**src/rtl/agex_muldiv_seq.sv**
```systemverilog
// Iterative unsigned MUL/MULHU/DIVU/REMU sequencer beside AGEX; stalls the front end while running.
// Optional MULDIV_EARLY_OUT_EN: trivial operands skip straight from accept to DONE.
module agex_muldiv_seq #(
    parameter int unsigned DBITS = 32,
    parameter int unsigned CNT_W = 6
) (
    input  logic             clk,
    input  logic             reset,
    input  logic             start_i,
    input  logic [1:0]       op_i,
    input  logic [DBITS-1:0] src1_i,
    input  logic [DBITS-1:0] src2_i,
    input  logic             flush_i,
    output logic             stall_o,
    output logic             busy_o,
    output logic             done_o,
    output logic [DBITS-1:0] result_o
);

    localparam int unsigned AW = 2 * DBITS;
    localparam logic [CNT_W-1:0] LAST_ITER = CNT_W'(DBITS - 1);
    localparam logic [1:0] OP_MUL   = 2'b00;
    localparam logic [1:0] OP_MULHU = 2'b01;
    localparam logic [1:0] OP_DIVU  = 2'b10;

    typedef enum logic [1:0] {
        IDLE = 2'b00,
        RUN  = 2'b01,
        DONE = 2'b10
    } state_t;

    state_t           state_q, state_d;
    logic [1:0]       op_q, op_d;
    logic [AW-1:0]    acc_q, acc_d;      // MUL: product; DIV: {remainder, quotient/dividend}
    logic [AW-1:0]    mcand_q, mcand_d;
    logic [DBITS-1:0] b_q, b_d;          // multiplier or divisor
    logic [CNT_W-1:0] cnt_q, cnt_d;
    logic [DBITS:0]   rem_sh;
    logic             trivial;

    // Partial remainder shifted left with the next dividend bit, plus early-out detect
    always_comb begin
        rem_sh  = {acc_q[AW-1:DBITS], acc_q[DBITS-1]};
        trivial = 1'b0;
`ifdef MULDIV_EARLY_OUT_EN
        if (op_i[1]) begin
            trivial = (src1_i < src2_i);
        end else begin
            trivial = (src1_i == '0) || (src2_i == '0);
        end
`endif
    end

    // Next-state, datapath and output decode
    always_comb begin
        state_d  = state_q;
        op_d     = op_q;
        acc_d    = acc_q;
        mcand_d  = mcand_q;
        b_d      = b_q;
        cnt_d    = cnt_q;
        stall_o  = 1'b0;
        busy_o   = (state_q != IDLE);
        done_o   = 1'b0;
        result_o = '0;

        case (state_q)
            IDLE: begin
                stall_o = start_i & ~flush_i;
                if (start_i && !flush_i) begin
                    op_d    = op_i;
                    b_d     = src2_i;
                    cnt_d   = '0;
                    mcand_d = {{DBITS{1'b0}}, src1_i};
                    acc_d   = op_i[1] ? {{DBITS{1'b0}}, src1_i} : '0;
                    state_d = RUN;
                    if (trivial) begin
                        // Trivial cases: product 0, or quotient 0 with remainder = dividend
                        acc_d   = op_i[1] ? {src1_i, {DBITS{1'b0}}} : '0;
                        state_d = DONE;
                    end
                end
            end

            RUN: begin
                stall_o = 1'b1;
                cnt_d   = cnt_q + CNT_W'(1);
                if (op_q[1]) begin
                    if (rem_sh >= {1'b0, b_q}) begin
                        acc_d[AW-1:DBITS] = DBITS'(rem_sh - {1'b0, b_q});
                        acc_d[DBITS-1:0]  = {acc_q[DBITS-2:0], 1'b1};
                    end else begin
                        acc_d[AW-1:DBITS] = rem_sh[DBITS-1:0];
                        acc_d[DBITS-1:0]  = {acc_q[DBITS-2:0], 1'b0};
                    end
                end else begin
                    if (b_q[0]) begin
                        acc_d = acc_q + mcand_q;
                    end
                    mcand_d = mcand_q << 1;
                    b_d     = b_q >> 1;
                end
                if (flush_i) begin
                    state_d = IDLE;
                end else if (cnt_q == LAST_ITER) begin
                    state_d = DONE;
                end
            end

            DONE: begin
                done_o  = 1'b1;
                state_d = IDLE;
                case (op_q)
                    OP_MUL:   result_o = acc_q[DBITS-1:0];
                    OP_MULHU: result_o = acc_q[AW-1:DBITS];
                    OP_DIVU:  result_o = acc_q[DBITS-1:0];
                    default:  result_o = acc_q[AW-1:DBITS];
                endcase
            end

            default: begin
                state_d = IDLE;
            end
        endcase
    end

    // State and datapath registers
    always_ff @(posedge clk) begin
        if (reset) begin
            state_q <= IDLE;
            op_q    <= '0;
            acc_q   <= '0;
            mcand_q <= '0;
            b_q     <= '0;
            cnt_q   <= '0;
        end else begin
            state_q <= state_d;
            op_q    <= op_d;
            acc_q   <= acc_d;
            mcand_q <= mcand_d;
            b_q     <= b_d;
            cnt_q   <= cnt_d;
        end
    end

endmodule

```
**config.mk**
```make
export PLATFORM = sky130hd
export DESIGN_NAME = agex_muldiv_seq
export DESIGN_NICKNAME = d
export VERILOG_FILES = /design/src/rtl/agex_muldiv_seq.sv
export SDC_FILE = /design/constraint.sdc
export NUM_CORES = 1
export LEC_CHECK = 0
export CORE_ASPECT_RATIO = 1.1
export CORE_MARGIN = 5
export CORE_UTILIZATION = 50
export DETAILED_ROUTE_END_ITERATION = 6
export HOLD_SLACK_MARGIN = 0.02
export PLACE_DENSITY_LB_ADDON = 0.08
export SLEW_MARGIN = 20
export SYNTH_ARGS = -nofsm -noshare
export SYNTH_HDL_FRONTEND = slang
export SYNTH_SLANG_ARGS = --single-unit
```
**constraint.sdc**
```tcl
create_clock -name clk -period 4.78 [get_ports clk]
set_clock_uncertainty 0.15 [all_clocks]
set_input_delay 1.195 -clock clk [delete_from_list [all_inputs] [get_ports clk]]
set_output_delay 1.195 -clock clk [all_outputs]
set_load 0.05 [all_outputs]
```
* Word level (Yosys, flattened, before mapping)
Index checks and enable logic that the tools add are counted.
Word-level totals: latch bits 0, bits in registers 170, input port bits 70, memory bits (writable) 0, word-level logic and storage cells 54, output and inout port bits 35, memories 0, bits in read-only memories 0
Cells by class: shift operators 0, multiply operators 0, order comparisons 1, reduce and logical (&&, ||, !) cells 12, divide/modulo/power cells 0, bitwise operators 2, add/sub/neg operators 3, equality and inequality tests 8, muxes and demuxes 22
Operators by type and width (count):
- $mux 64 | 6
- $pmux 64 s2 | 2
- $mux 32 | 5
- $add 64x64->64 | 1
- $pmux 32 s2 | 1
- $ge 33x32->1 | 1
- $sub 32x32->32 | 1
- $pmux 6 s2 | 1
- $add 6x1->6 const B | 1
- $eq 6x5->1 const B | 1
- $mux 2 | 3
- $mux 6 | 1
- $ne 3x3->1 const B | 2
- $reduce_and 2->1 | 3
- $reduce_and 3->1 | 2
- $eq 2x2->1 const B | 2
- $logic_not 2->1 | 2
- $ne 2x2->1 const B | 2
- $pmux 2 s2 | 1
- $reduce_bool 2->1 | 2
- $eq 2x1->1 const B | 1
- $pmux 1 s2 | 1
- $reduce_or 2->1 | 1
- $and 1x1->1 | 1
- other kinds (4) | 4

* Logic depth before layout (Yosys ltp)
word-level depth 4, depth in mapped cells 14, mapped depth without buffers 14

* Least setup slack after synthesis
Ideal clock, no wire load.
path type input -> output, start point input port start_i, end point output port stall_o, arrival time 2.090 ns, path buffers 0, stages on the path 3, slack 1.345 ns, cells stage by stage nor3b_1 -> nor2_1 -> inv_1
Between the ends: cells in the longest elaborated chain, start to end 2
RTL lines:
- start, declared | line 9 | input logic start_i,
- $and 1x1->1 | line 69 | stall_o = start_i & ~flush_i;
- $pmux 1 s2 | line 67 | case (state_q)
- end, declared | line 14 | output logic stall_o,
Every way passes these cells.

* Worst setup path in the final report
start point register op_q[0], end point output port result_o[14]
Between the ends: cells in the longest elaborated chain, start to end 4, elaborated cells between the ends (all ways) 5
RTL lines:
- start, declared | line 33 | logic [1:0] op_q, op_d;
- start signal, assigned | line 138 | op_q <= op_d;
- $eq 2x2->1 / $logic_not 2->1 (equally long branches) | line 113 | case (op_q)
- $reduce_or 2->1 (no line) (*)
- $mux 32 (*) | line 113
- $mux 32 (*) | line 67
- end, declared | line 17 | output logic [DBITS-1:0] result_o
Mark *: on every way between the ends. The rest lies on a longest branch, timed or not.

==> out/qor.csv <==
metric;value;unit
post-synthesis mux area share;0.03019;
Buf/Inv on CP;2;
met1 track utilization from global routing;0.3892;
number of inserted diodes;0;
sinks on the clock net;170;
number of buffers created by CTS;17;
outcome;finished, final reports clean;
leading area contributor after synthesis;dfxtp_1;
synthesized instance count;1887;
via count of the first global-routing pass;13510;
CP Cell Sequence;buf_4 -> mux2i_1 -> nor2_1 -> clkdlybuf4s50_1;
CTS tree;done;
deepest clock path buffer count;2;
global routing usage on met2;0.4886;
cell with the most instances after synthesis;nand2_1;
final number of setup-violating endpoints;0;
capture endpoint of the worst hold path;b_q[26];
number of flip-flops and latches in the synthesized netlist;170;
post-synthesis to final-layout area growth;13.16;%
slack of the critical path;0.4616;ns
leading post-synthesis cells by cell area;dfxtp_1 25%, ha_1 8.8%, nand2_1 7.8%;
maximum cell stage delay along the critical path;0.87;ns
number of port buffers;104;
Worst Max-Slew Pin Slew;1.066;ns
Levels on crit path;4;
Global Route met3 Usage;0.04559;
standard cell with the maximum stage delay on the critical path;dfxtp_2;
Compound-Gate Fraction of Synth Area;0.2997;
Final Hold Viols;0;
antenna violation net count after detailed routing;0;
minimum setup slack after placement;0.9174;ns
post-synth design cell area;13670;µm²
post-synthesis adder-cell area fraction;0.09077;
Setup crit start kind;flop;
highest ir drop seen on vdd;0.2060;mV
Synth top area share;0.2489;
total length of routed wires;47.55;mm
vertical extent of the die;183.4;µm
Ys Warns;0;
FF-to-FF setup slack;0.91;ns
wire length of the first global-routing pass;73.58;mm
endpoint required time on the critical path;3.43;ns
combinational family with the most area after synthesis;compound AO/OA/AOI/OAI gates;
CTS resizes;0;
final worst path period need;4.318;ns
CORE AREA;26960;µm²
register area share after synthesis;0.2489;
final routed DRC violation total;0;
GRT Resource Usage Total;0.2959;
endpoint class of the critical path;primary output;
hold_ws;0.3346;ns
overflow left after global routing;0;
I/O pin cnt;105;
power density over the cells;259.5;nW/µm²
maximum clock rate;0.2316;GHz
setup repair after global routing missed its margin;no;
global-route layer with the greatest usage;met2;
Via-to-Cell Ratio;6.242;
async set-or-reset flop fraction in the synthesized netlist;0;
number of distinct standard cells referenced by the synthesized netlist;88;
launch instance of the worst min-delay path;b_q[27];
clock edge transition at the registers on the reported setup and hold paths;0.08;ns
end of the worst register-to-register path;acc_q[0];
clock insertion delay at the later pin of the skew report;0.46;ns
average wire per cell in the routed design;20.92;µm
average instance area after synthesis;7.247;µm²
Initial Utilization;0.5072;
reg2reg start;acc_q[41];
level count of the clock H-tree;4;
number of buffers added for setup after CTS;0;
largest net degree at the start of global routing;78;
total number of placement rows;63;
sum of negative setup slack;0;ns
net count reported at finish;2071;
die area;30760;µm²
Synthesized Nets;2055;
total iterations of the first detailed-routing run;5;
total power of the final layout;4015;µW
ratio of cells with drive above 1 in the final layout;0.04802;
number of max-slew violations in the final report;0;
post-synthesis xor/xnor area fraction;0.05124;
Worst Hold Class;reg2reg;
share of the clock period used by the worst path after layout;0.9034;
clock tree root driver cell;clkbuf_16;
max-cap check violation count;0;
CTS Hold Buffers Added;0;
Filler Cell Count;2667;
share of the core filled with cells in the final layout;0.5740;
kind of cell adding the most delay to the critical path;buffers and inverters;
post-synthesis share of cell area spent on and, or, nand and nor gates;0.2226;
cell types with the highest counts after synthesis;284 x nand2_1, 243 x nor2_1, 170 x dfxtp_1;
highest fanout seen on the critical path;21;
estimated wirelength of the detail-placed design;36.23;mm
data arrival time of the critical path;2.97;ns
total number of vias;14190;
initial antenna violation count;1;
DRC violation total after the first TritonRoute iteration;1315;
number of flops mapped to enable cells by yosys;0;
overall die width;167.7;µm
worst setup path category;reg2out;
path depth of the worst reg2reg path;11;
global placer's final weighted congestion;0.9962;
static power due to leakage;0.006082;µW
worst hold path stage count;2;
Slew HR;0.2878;
dominant synthesized flop cell;dfxtp_1;
==> metrics by stage <==
stage / std cells / area, µm²
4_1_cts: 2273 / 15470
2_1_floorplan: 1887 / 13670
3_5_place_dp: 2241 / 14880
6_report: 2273 / 15470
3_3_place_gp: 2241 / 14880
5_1_grt: 2273 / 15470
==> state kept, by name, indices dropped and copies added, names as in the netlist <==
| name | flops |
|---|---|
| acc_q | 64 |
| mcand_q | 64 |
| op_q | 2 |
| cnt_q | 6 |
| b_q | 32 |
| state_q | 2 |
==> cell families (layout without fill, tap and decap cells) <==
family / count (synthesis) / in the layout
XOR/XNOR: 80 / 80
buffers and inverters: 194 / 223
adder cells (fa/ha/maj): 98 / 98
AO/OA/AOI/OAI: 601 / 601
AND/OR/NAND/NOR: 703 / 703
multiplexers: 41 / 41
flip-flops: 170 / 170
==> worst max path at each step <==
stage | slack [ns] | startpoint | to
after global placement | 0.95 | op_q[0] | result_o[14]
after CTS | 0.50 | op_q[0] | result_o[14]
after detailed placement | 0.92 | flush_i | acc_q[63]
after floorplan | 1.35 | start_i | stall_o
final | 0.46 | op_q[0] | result_o[14]
after global routing | 0.41 | op_q[0] | result_o[14]
==> tightest hold or removal path, stage by stage (launching register included) <==
cell and delay [ns]:
dfxtp_1 0.33, nand2_1 0.06, a311oi_1 0.07
==> layer usage <==
layer	routed length (µm)	share of wire
met1	20510	0.43
met2	21940	0.46
met3	3160	0.066
met4	1917	0.040
met5	27	0.00057
==> layout by cell type (no fill, tap or decap), types with 28 or more instances in the layout <==
cell type	Yosys	layout
nand4_1	28	28
buf_4	1	28
clkdlybuf4s50_1	0	102
dfxtp_1	170	168
a21oi_1	146	146
inv_1	59	59
mux2i_1	39	39
nand3_1	39	39
o21ai_0	106	106
xnor2_1	54	54
nor2_1	243	240
nand2_1	284	284
a311oi_1	77	77
nor3_1	31	31
a22oi_1	46	46
ha_1	96	96
a21o_1	54	54
==> report_power, final <==
part | leakage, µW | switching (µW) | internal, µW | total (µW)
clock network | 0.000289 | 737 | 752 | 1490
logic | 0.00440 | 579 | 367 | 946
registers | 0.00139 | 85.3 | 1490 | 1580
total | 0.00608 | 1400 | 2610 | 4020
==> layout make-up <==
cell class | count | area (µm²) | area share
Clock buffer | 17 | 425.4 | 0.02749
Clock inverter | 15 | 172.7 | 0.01116
Inverter | 59 | 221.5 | 0.01431
Multi-Input combinational cell | 1523 | 9530 | 0.6159
Sequential cell | 170 | 3406 | 0.2201
Tap cell | 357 | 446.7 | 0.02887
Timing Repair Buffer | 132 | 1271 | 0.08215
(Power assumes the default switching activity.)
